[src/rtl/fetch_sequencer.sv]
// Instruction-fetch sequencer: issues word fetches to a registered-read bank,
// buffers returned words in a 2-entry queue and hands them to decode.
module fetch_sequencer #(
   parameter int                 ADDR_W    = 32,
   parameter logic [ADDR_W-1:0]  RESET_PC  = '0,
   parameter int                 MEM_BYTES = 256
) (
   input  logic              clk,
   input  logic              reset,
   output logic [ADDR_W-1:0] imem_addr_o,
   input  logic [31:0]       imem_data_i,
   input  logic              redirect_valid_i,
   input  logic [ADDR_W-1:0] redirect_pc_i,
   input  logic              halt_i,
   output logic              instr_valid_o,
   output logic [31:0]       instr_o,
   output logic [ADDR_W-1:0] instr_pc_o,
   input  logic              instr_ready_i,
   output logic              halted_o,
   output logic              fault_o
);

   localparam logic [ADDR_W-1:0] LAST_PC = ADDR_W'(MEM_BYTES - 4);

   typedef enum logic [1:0] {S_RUN, S_HALTED, S_FAULT} state_t;

   state_t            state_q, state_d;
   logic [ADDR_W-1:0] pc_q, pc_d;
   logic [ADDR_W-1:0] addr_q, addr_d;
   logic              inflight_q, inflight_d;
   logic [ADDR_W-1:0] infl_pc_q, infl_pc_d;
   logic [1:0]        count_q, count_d;
   logic [31:0]       q0_data_q, q0_data_d, q1_data_q, q1_data_d;
   logic [ADDR_W-1:0] q0_pc_q, q0_pc_d, q1_pc_q, q1_pc_d;

   logic       pop, push, want, issue, pc_ok, redir_act, redir_bad, go_fault;
   logic [1:0] occ;

   always_comb begin
      instr_valid_o = (count_q != 2'd0) && (state_q != S_FAULT);
      instr_o       = instr_valid_o ? q0_data_q : 32'd0;
      instr_pc_o    = instr_valid_o ? q0_pc_q : '0;
      halted_o      = (state_q == S_HALTED);
      fault_o       = (state_q == S_FAULT);

      pop       = instr_valid_o && instr_ready_i;
      // A same-cycle pop frees a slot, which keeps the stream at one word per cycle.
      occ       = count_q + {1'b0, inflight_q} - {1'b0, pop};
      redir_act = redirect_valid_i && (state_q != S_FAULT);
      redir_bad = (redirect_pc_i[1:0] != 2'b00) || (redirect_pc_i > LAST_PC);
      pc_ok     = (pc_q[1:0] == 2'b00) && (pc_q <= LAST_PC);
      want      = !reset && (state_q == S_RUN) && !halt_i && !redirect_valid_i && (occ < 2'd2);
      issue     = want && pc_ok;
      go_fault  = (redir_act && redir_bad) || (want && !pc_ok);
      push      = inflight_q && !redir_act;

      imem_addr_o = issue ? pc_q : addr_q;
   end

   always_comb begin
      state_d    = state_q;
      pc_d       = pc_q;
      addr_d     = addr_q;
      inflight_d = issue;
      infl_pc_d  = issue ? pc_q : infl_pc_q;
      count_d    = count_q;
      q0_data_d  = q0_data_q;
      q0_pc_d    = q0_pc_q;
      q1_data_d  = q1_data_q;
      q1_pc_d    = q1_pc_q;

      unique case (state_q)
         S_RUN: begin
            if (go_fault)                  state_d = S_FAULT;
            else if (halt_i && !inflight_q) state_d = S_HALTED;
         end
         S_HALTED: begin
            if (go_fault)     state_d = S_FAULT;
            else if (!halt_i) state_d = S_RUN;
         end
         default: state_d = S_FAULT;
      endcase

      if (redir_act)  pc_d = redirect_pc_i;
      else if (issue) pc_d = pc_q + ADDR_W'(4);
      if (issue) addr_d = pc_q;

      if (redir_act || go_fault) begin
         count_d = 2'd0;
      end else if (push && pop) begin
         if (count_q == 2'd1) begin
            q0_data_d = imem_data_i;
            q0_pc_d   = infl_pc_q;
         end else begin
            q0_data_d = q1_data_q;
            q0_pc_d   = q1_pc_q;
            q1_data_d = imem_data_i;
            q1_pc_d   = infl_pc_q;
         end
      end else if (push) begin
         count_d = count_q + 2'd1;
         if (count_q == 2'd0) begin
            q0_data_d = imem_data_i;
            q0_pc_d   = infl_pc_q;
         end else begin
            q1_data_d = imem_data_i;
            q1_pc_d   = infl_pc_q;
         end
      end else if (pop) begin
         count_d   = count_q - 2'd1;
         q0_data_d = q1_data_q;
         q0_pc_d   = q1_pc_q;
      end
   end

   always_ff @(posedge clk) begin
      if (reset) begin
         state_q    <= S_RUN;
         pc_q       <= RESET_PC;
         addr_q     <= RESET_PC;
         inflight_q <= 1'b0;
         count_q    <= 2'd0;
      end else begin
         state_q    <= state_d;
         pc_q       <= pc_d;
         addr_q     <= addr_d;
         inflight_q <= inflight_d;
         count_q    <= count_d;
      end
   end

   // Payload registers carry no reset; count_q and the output gating mask stale contents.
   always_ff @(posedge clk) begin
      infl_pc_q <= infl_pc_d;
      q0_data_q <= q0_data_d;
      q0_pc_q   <= q0_pc_d;
      q1_data_q <= q1_data_d;
      q1_pc_q   <= q1_pc_d;
   end

endmodule
[config.mk]
export PLATFORM = sky130hd
export DESIGN_NAME = fetch_sequencer
export DESIGN_NICKNAME = d
export VERILOG_FILES = /design/src/rtl/fetch_sequencer.sv
export SDC_FILE = /design/constraint.sdc
export NUM_CORES = 1
export LEC_CHECK = 0
export ABC_AREA = 1
export BUFFER_PORTS_ARGS = -buffer_cell sky130_fd_sc_hd__buf_2
export CELL_PAD_IN_SITES_DETAIL_PLACEMENT = 0
export CELL_PAD_IN_SITES_GLOBAL_PLACEMENT = 1
export CORE_MARGIN = 1
export CORE_UTILIZATION = 44
export DETAILED_ROUTE_END_ITERATION = 8
export HOLD_SLACK_MARGIN = 0.05
export PLACE_DENSITY = 0.91
export SLEW_MARGIN = 15
export SYNTH_ARGS = -nofsm -noshare
export SYNTH_HDL_FRONTEND = slang
export SYNTH_SLANG_ARGS = --single-unit
[constraint.sdc]
create_clock -name clk -period 7.9 [get_ports clk]
set_input_delay 0.79 -clock clk [delete_from_list [all_inputs] [get_ports clk]]
set_output_delay 0.79 -clock clk [all_outputs]
set_load 0.01 [all_outputs]
; Word level (Yosys, flattened, before mapping)
; Index checks and enable logic that the tools add are counted.
[totals]
reg_bits = 229
in_bits = 69
output_inout_bits = 99
word_cells = 96
[op_classes]
n_addsub = 5
n_lt_le_gt_ge = 3
n_eq_ne = 9
n_mux = 30
bitwise_logic = 2
reduce_logical = 37
[ops]
columns = op, n
row1 = 2-to-1 mux 32 bit, 23
row2 = "adder 32 x 3 -> 32 bit, second input constant", 1
row3 = "> comparator 32 x 8 -> 1 bit, second input constant", 1
row4 = "less-or-equal comparator 32 x 8 -> 1 bit, second input constant", 1
row5 = logical AND 1 bit, 14
row6 = 2-to-1 mux 2 bit, 6
row7 = nonzero test 2 bit, 5
row8 = zero test 1 bit, 6
row9 = zero test 2 bit, 3
row10 = "!= test 2 bit, second input constant", 3
row11 = "!= test 3 x 2 -> 1 bit, second input constant", 2
row12 = "== test 2 x 1 -> 1 bit, second input constant", 2
row13 = case mux 2 bit (2 select lines), 1
row14 = AND reduction 2 bit, 2
row15 = AND reduction 4 bit, 1
row16 = logical OR 1 bit, 3
row17 = "!= test 3 x 1 -> 1 bit, second input constant", 1
row18 = AND reduction 3 bit, 1
row19 = nonzero test 3 bit, 1
row20 = adder 2 x 1 -> 2 bit, 1
row21 = "adder 2 x 1 -> 2 bit, second input constant", 1
row22 = "== test 2 bit, second input constant", 1
row23 = "< comparator 2 bit, second input constant", 1
row24 = inverter 1 bit, 2
row25 = other kinds (3), 3

; Depth between registers and ports, before layout
[logic_depth]
depth_word = 11
depth_mapped = 18
depth_no_buf = 17

; Least setup slack after synthesis
; OpenSTA, ideal clock, no wires.
[synth_path]
path_kind = reg-to-reg
start = register count_q[0]
end = register q1_data_q[0] (enable)
setup_ns = 0.565
arrival_time_ns = 6.296
t_required_ns = 7.335
setup_slack_ns = 1.039
path_stages_with_launch = 14
path_buffers = 0
period_less_slack_ns = 6.861
cell_sequence = dfxtp_1 -> inv_1 -> ha_1 -> nor2_1 -> nand2_1 -> inv_1 -> ha_1 -> nor2_1 -> nand3_1 -> nand2_1 -> nor2_2 -> o21ai_0 -> nand2_1 -> nor3_1
[synth_via]
elab_chain_len = 11
word_cells_on_any_way = 18
cone_classes = add/sub (2) / order compare (1) / eq/ne (3) / bitwise (1) / reduce/logical (11)
[synth_lines]
columns = element, line
row1 = start: declaration, 32  ; logic [1:0] count_q, count_d;
row2 = start signal: assignment, 128  ; count_q <= count_d;
row3 = nonzero test 2 bit (*), 40  ; instr_valid_o = (count_q != 2'd0) && (state_q != S_FAULT);
row4 = logical AND 1 bit (*), 40
row5 = via instr_valid_o, 15  ; output logic instr_valid_o,
row6 = logical AND 1 bit (*), 46  ; pop = instr_valid_o && instr_ready_i;
row7 = subtractor 2 x 1 -> 2 bit, 48  ; occ = count_q + {1'b0, inflight_q} - {1'b0, pop};
row8 = < comparator 2 bit, 52  ; want = !reset && (state_q == S_RUN) && !halt_i && !redirect_valid_i && (occ < 2'd2);
row9 = logical AND 1 bit, 52
row10 = logical AND 1 bit, 54  ; go_fault = (redir_act && redir_bad) || (want && !pc_ok);
row11 = logical OR 1 bit, 54
row12 = logical OR 1 bit, 88  ; if (redir_act || go_fault) begin
row13 = inverter 1 bit (no line), -
row14 = AND reduction 4 bit (no line) (*), -
row15 = end signal: assignment, 137  ; q1_data_q <= q1_data_d;
row16 = end: declaration, 33  ; logic [31:0] q0_data_q, q0_data_d, q1_data_q, q1_data_d;
; Mark *: on every way through the listed nets, which the timed path passes. The rest lies on a longest branch.
; A chain may end at the register's enable or synchronous reset.

; Worst setup path in the final report
[layout_path]
start = register count_q[0]
end = output port imem_addr_o[23]
[layout_via]
elab_chain_len = 8
word_cells_on_any_way = 9
cone_classes = add/sub (2) / order compare (1) / mux (1) / reduce/logical (5)
[layout_lines]
columns = element, line
row1 = "parallel branches: the longest is 3 deep, another holds adder 2 x 1 -> 2 bit", -
row2 = subtractor 2 x 1 -> 2 bit (*), 48
row3 = < comparator 2 bit (*), 52
row4 = logical AND 1 bit (*), 52
row5 = logical AND 1 bit (*), 53  ; issue = want && pc_ok;
row6 = 2-to-1 mux 32 bit (*), -
row7 = end: declaration, 10  ; output logic [ADDR_W-1:0] imem_addr_o,
; Every way passes the cells marked *.

==> results.yml <==
status:
  status: "completed"
detailed_routing:
  drc: 0
  routed_wirelength_mm: 17.10
  drt_iter0_markers: 352
  vias_per_cell: 4.646
  wl_per_cell_um: 13.73
  route.vias.total: 5784
  dr.pass1.iters: 5
  drt.antenna.violating_nets: 0
critical_path:
  cp.buffers_inverters: 6
  crit_family: "buffers and inverters"
  reg2regPathDepth: 15
  critical_path.startpoint_type: "flip-flop"
  critPathMaxStageDelay_ns: 0.67
  timing.rr.end: "addr_q[14]$_SDFF_PP0_"
  endpoint_kind: "output pin"
  rr_startpoint: "count_q[0]$_SDFFE_PP0P_"
  critical_path_class: "reg2out"
  critPathRequiredTime_ns: 7.11
  cp_max_fo: 52
  rrSetupSlack_ns: 4.27
  worstPathCellList: "inv_1, ha_1, nor2_1, nand2_1, inv_1, ha_1, nor2_1, inv_1, nand2_1, nand2_1, nor2_2, nand2_2, inv_2, buf_4, nor2_1, buf_2"
  critPathSlowestCell: "inv_2"
  cp_data_arrival_time_ns: 4.16
run:
  cap_violations: 0
sta:
  setup_tns_ns: 0
  layout_min_cycle_time_ns: 4.953
  setup_ws_ns: 2.947
  worst_pin_slew_ns: 0.9588
  hold_violations: 0
  skew_ns: 0.01004
  setup_viol: 0
  rsz0062_at_grt: "false"
  slew-limit-headroom_pct: 36.01
  period_share_pct: 62.70
  max_freq_mhz: 201.9
  final_max_slew_viol_count: 0
grt:
  grt_antenna_before_repair: 0
  grt_pass1_vias: 5590
  grt_usage_pct: 16.30
  grt_pass1_wl_mm: 28.19
  overflow: 0
  grt_start_max_net_pins: 65
synthesis:
  synth_edf_count: 160
  synthArstFlopShare_pct: 0
  synth_cell_type_count: 26
  yosysTopAreaCell: "edfxtp_1"
  syn-cell-area_um2: 9110
  synth_top_area_share_pct: 52.74
  ys_seq_elements: 229
  syn_inst: 796
  ys_seq_area_share_pct: 67.90
  yosysWarnings: 0
  yosys_most_used_dff: "edfxtp_1"
  yosysMostFrequentCell: "edfxtp_1"
  synthTopCellsByArea: "edfxtp_1, dfxtp_1, mux2_1"
  synthTopCellsByCount: "edfxtp_1, nor2_1, inv_1"
  avgSynthCellArea_um2: 11.44
  synth_nets: 872
clock_network:
  cts_resized: 0
  cts.sink_count: 229
  clk_path_buf_depth: 3
  htreeDepth: 1
  ctsHoldBuffers: 0
  clkSlewWorstSetupHoldPaths_ns: 0.06
  cts_tree: "done"
  clock_latency_ns: 0.50
  root_buffer: "clkbuf_16"
  cts_setup_buffers: 0
  cts_buffers: 23
worst_hold_path:
  hold-path-endpoint: "infl_pc_q[15]$_DFFE_PP_"
  hold_class: "reg2reg"
  hp-start: "pc_q[15]$_SDFFE_PP0P_"
  hold_path_depth: 0
placed_design:
  dpl.cell_count: 1205
  preCtsSetupSlack_ns: 3.419
  io_buffers: 167
  gp_congestion: 0.7879
  place_hpwl_mm: 11.36
floorplan:
  initial_core_util_pct: 45.02
  fp-row-count: 52
  die_w_um: 145.9
  core_area_um2: 20230
  die_area_um2: 21280
  die_h_um: 145.9
  pin_count: 168
cells_and_area:
  drive_above_1_share_pct: 22.15
  nets: 1036
  area_growth_pct: 19.35
  fill_cells: 1755
  utilization_pct: 53.73
  instances_no_fill: 1245
  diodes: 0
power:
  powerDensity_nw_per_um2: 221.1
  ir_drop_uv: 110.0
  power.total_mw: 2.404
  p_leak_nw: 4.635
==> routing by layer <==
layer	routed length (um)	vias to the layer above	GRT usage, %
li1	-	2938	-
met2	7558	180	25.43
met5	0	-	0
met3	1057	20	2.947
met1	8216	2646	23.45
met4	265	0	4.368
==> power by group <==
part	internal (mW)	total (mW)	switching, mW
clock network	0.600	1.02	0.422
logic	0.0311	0.0816	0.0505
registers	1.29	1.30	0.0123
==> placed cells by master (no fill, tap or decap), types with 4 or more instances in the layout <==
| cell | netlist | routed |
|---|---|---|
| nor3_1 | 31 | 29 |
| a21oi_1 | 25 | 25 |
| o21ai_0 | 15 | 15 |
| inv_1 | 121 | 121 |
| mux2_1 | 60 | 60 |
| edfxtp_1 | 160 | 160 |
| nand3_1 | 27 | 27 |
| o21ai_1 | 5 | 5 |
| clkbuf_16 | 0 | 25 |
| xor2_1 | 4 | 4 |
| nand2_1 | 66 | 66 |
| clkinv_1 | 0 | 5 |
| buf_4 | 0 | 6 |
| ha_1 | 7 | 7 |
| nor2_1 | 154 | 154 |
| buf_2 | 9 | 167 |
| mux2_2 | 4 | 4 |
| dfxtp_1 | 69 | 69 |
| clkbuf_1 | 16 | 5 |
==> cell type report <==
| class | instances | area, um^2 | share of cell area (%) |
|---|---|---|---|
| clock buffers | 33 | 685.7 | 6.306 |
| clock inverters | 7 | 32.53 | 0.2992 |
| inverters | 123 | 461.7 | 4.246 |
| multi-input cells | 410 | 2288 | 21.05 |
| flip-flops and latches | 229 | 6186 | 56.89 |
| well taps | 270 | 337.8 | 3.107 |
| repair buffers | 173 | 880.8 | 8.101 |
==> logic make-up after synthesis <==
family          count (synthesis)  synth area share (%)
flops                         229                 67.90
compound gates                 47                 2.733
xor+xnor                        6                0.5768
fa+ha+maj                       7                0.9614
simple gates                  286                 12.83
buf+inv                       157                 7.087
mux                            64                 7.911
==> worst max path at each step <==
stage,startpoint,to,slack (ns),cells past startpoint
finish,count_q[0]$_SDFFE_PP0P_,imem_addr_o[23],2.95,16
global route,count_q[0]$_SDFFE_PP0P_,imem_addr_o[23],2.54,16
CTS,count_q[0]$_SDFFE_PP0P_,imem_addr_o[23],2.87,16
detailed placement,instr_ready_i,imem_addr_o[23],3.42,14
global placement,instr_ready_i,imem_addr_o[19],3.50,14
floorplan,count_q[0]$_SDFFE_PP0P_,q1_data_q[0]$_DFFE_PP_,1.04,13
==> metrics by stage <==
stage | instance area [um^2] | hold WS (ns)
2_1_floorplan | 9110 | 0.4082
3_3_place_gp | 10150 | 0.4133
3_5_place_dp | 10150 | 0.4139
4_1_cts | 10870 | 0.4239
5_1_grt | 10870 | 0.4580
6_report | 10870 | 0.4254
==> registers in the layout, indices dropped and copies added, names as in the netlist <==
signal and count:
addr_q 32, infl_pc_q 32, pc_q 32, q0_data_q 32
q0_pc_q 32, q1_data_q 32, q1_pc_q 32, count_q 2
state_q 2, inflight_q 1
Note: power is estimated with default switching activity, not from simulation.
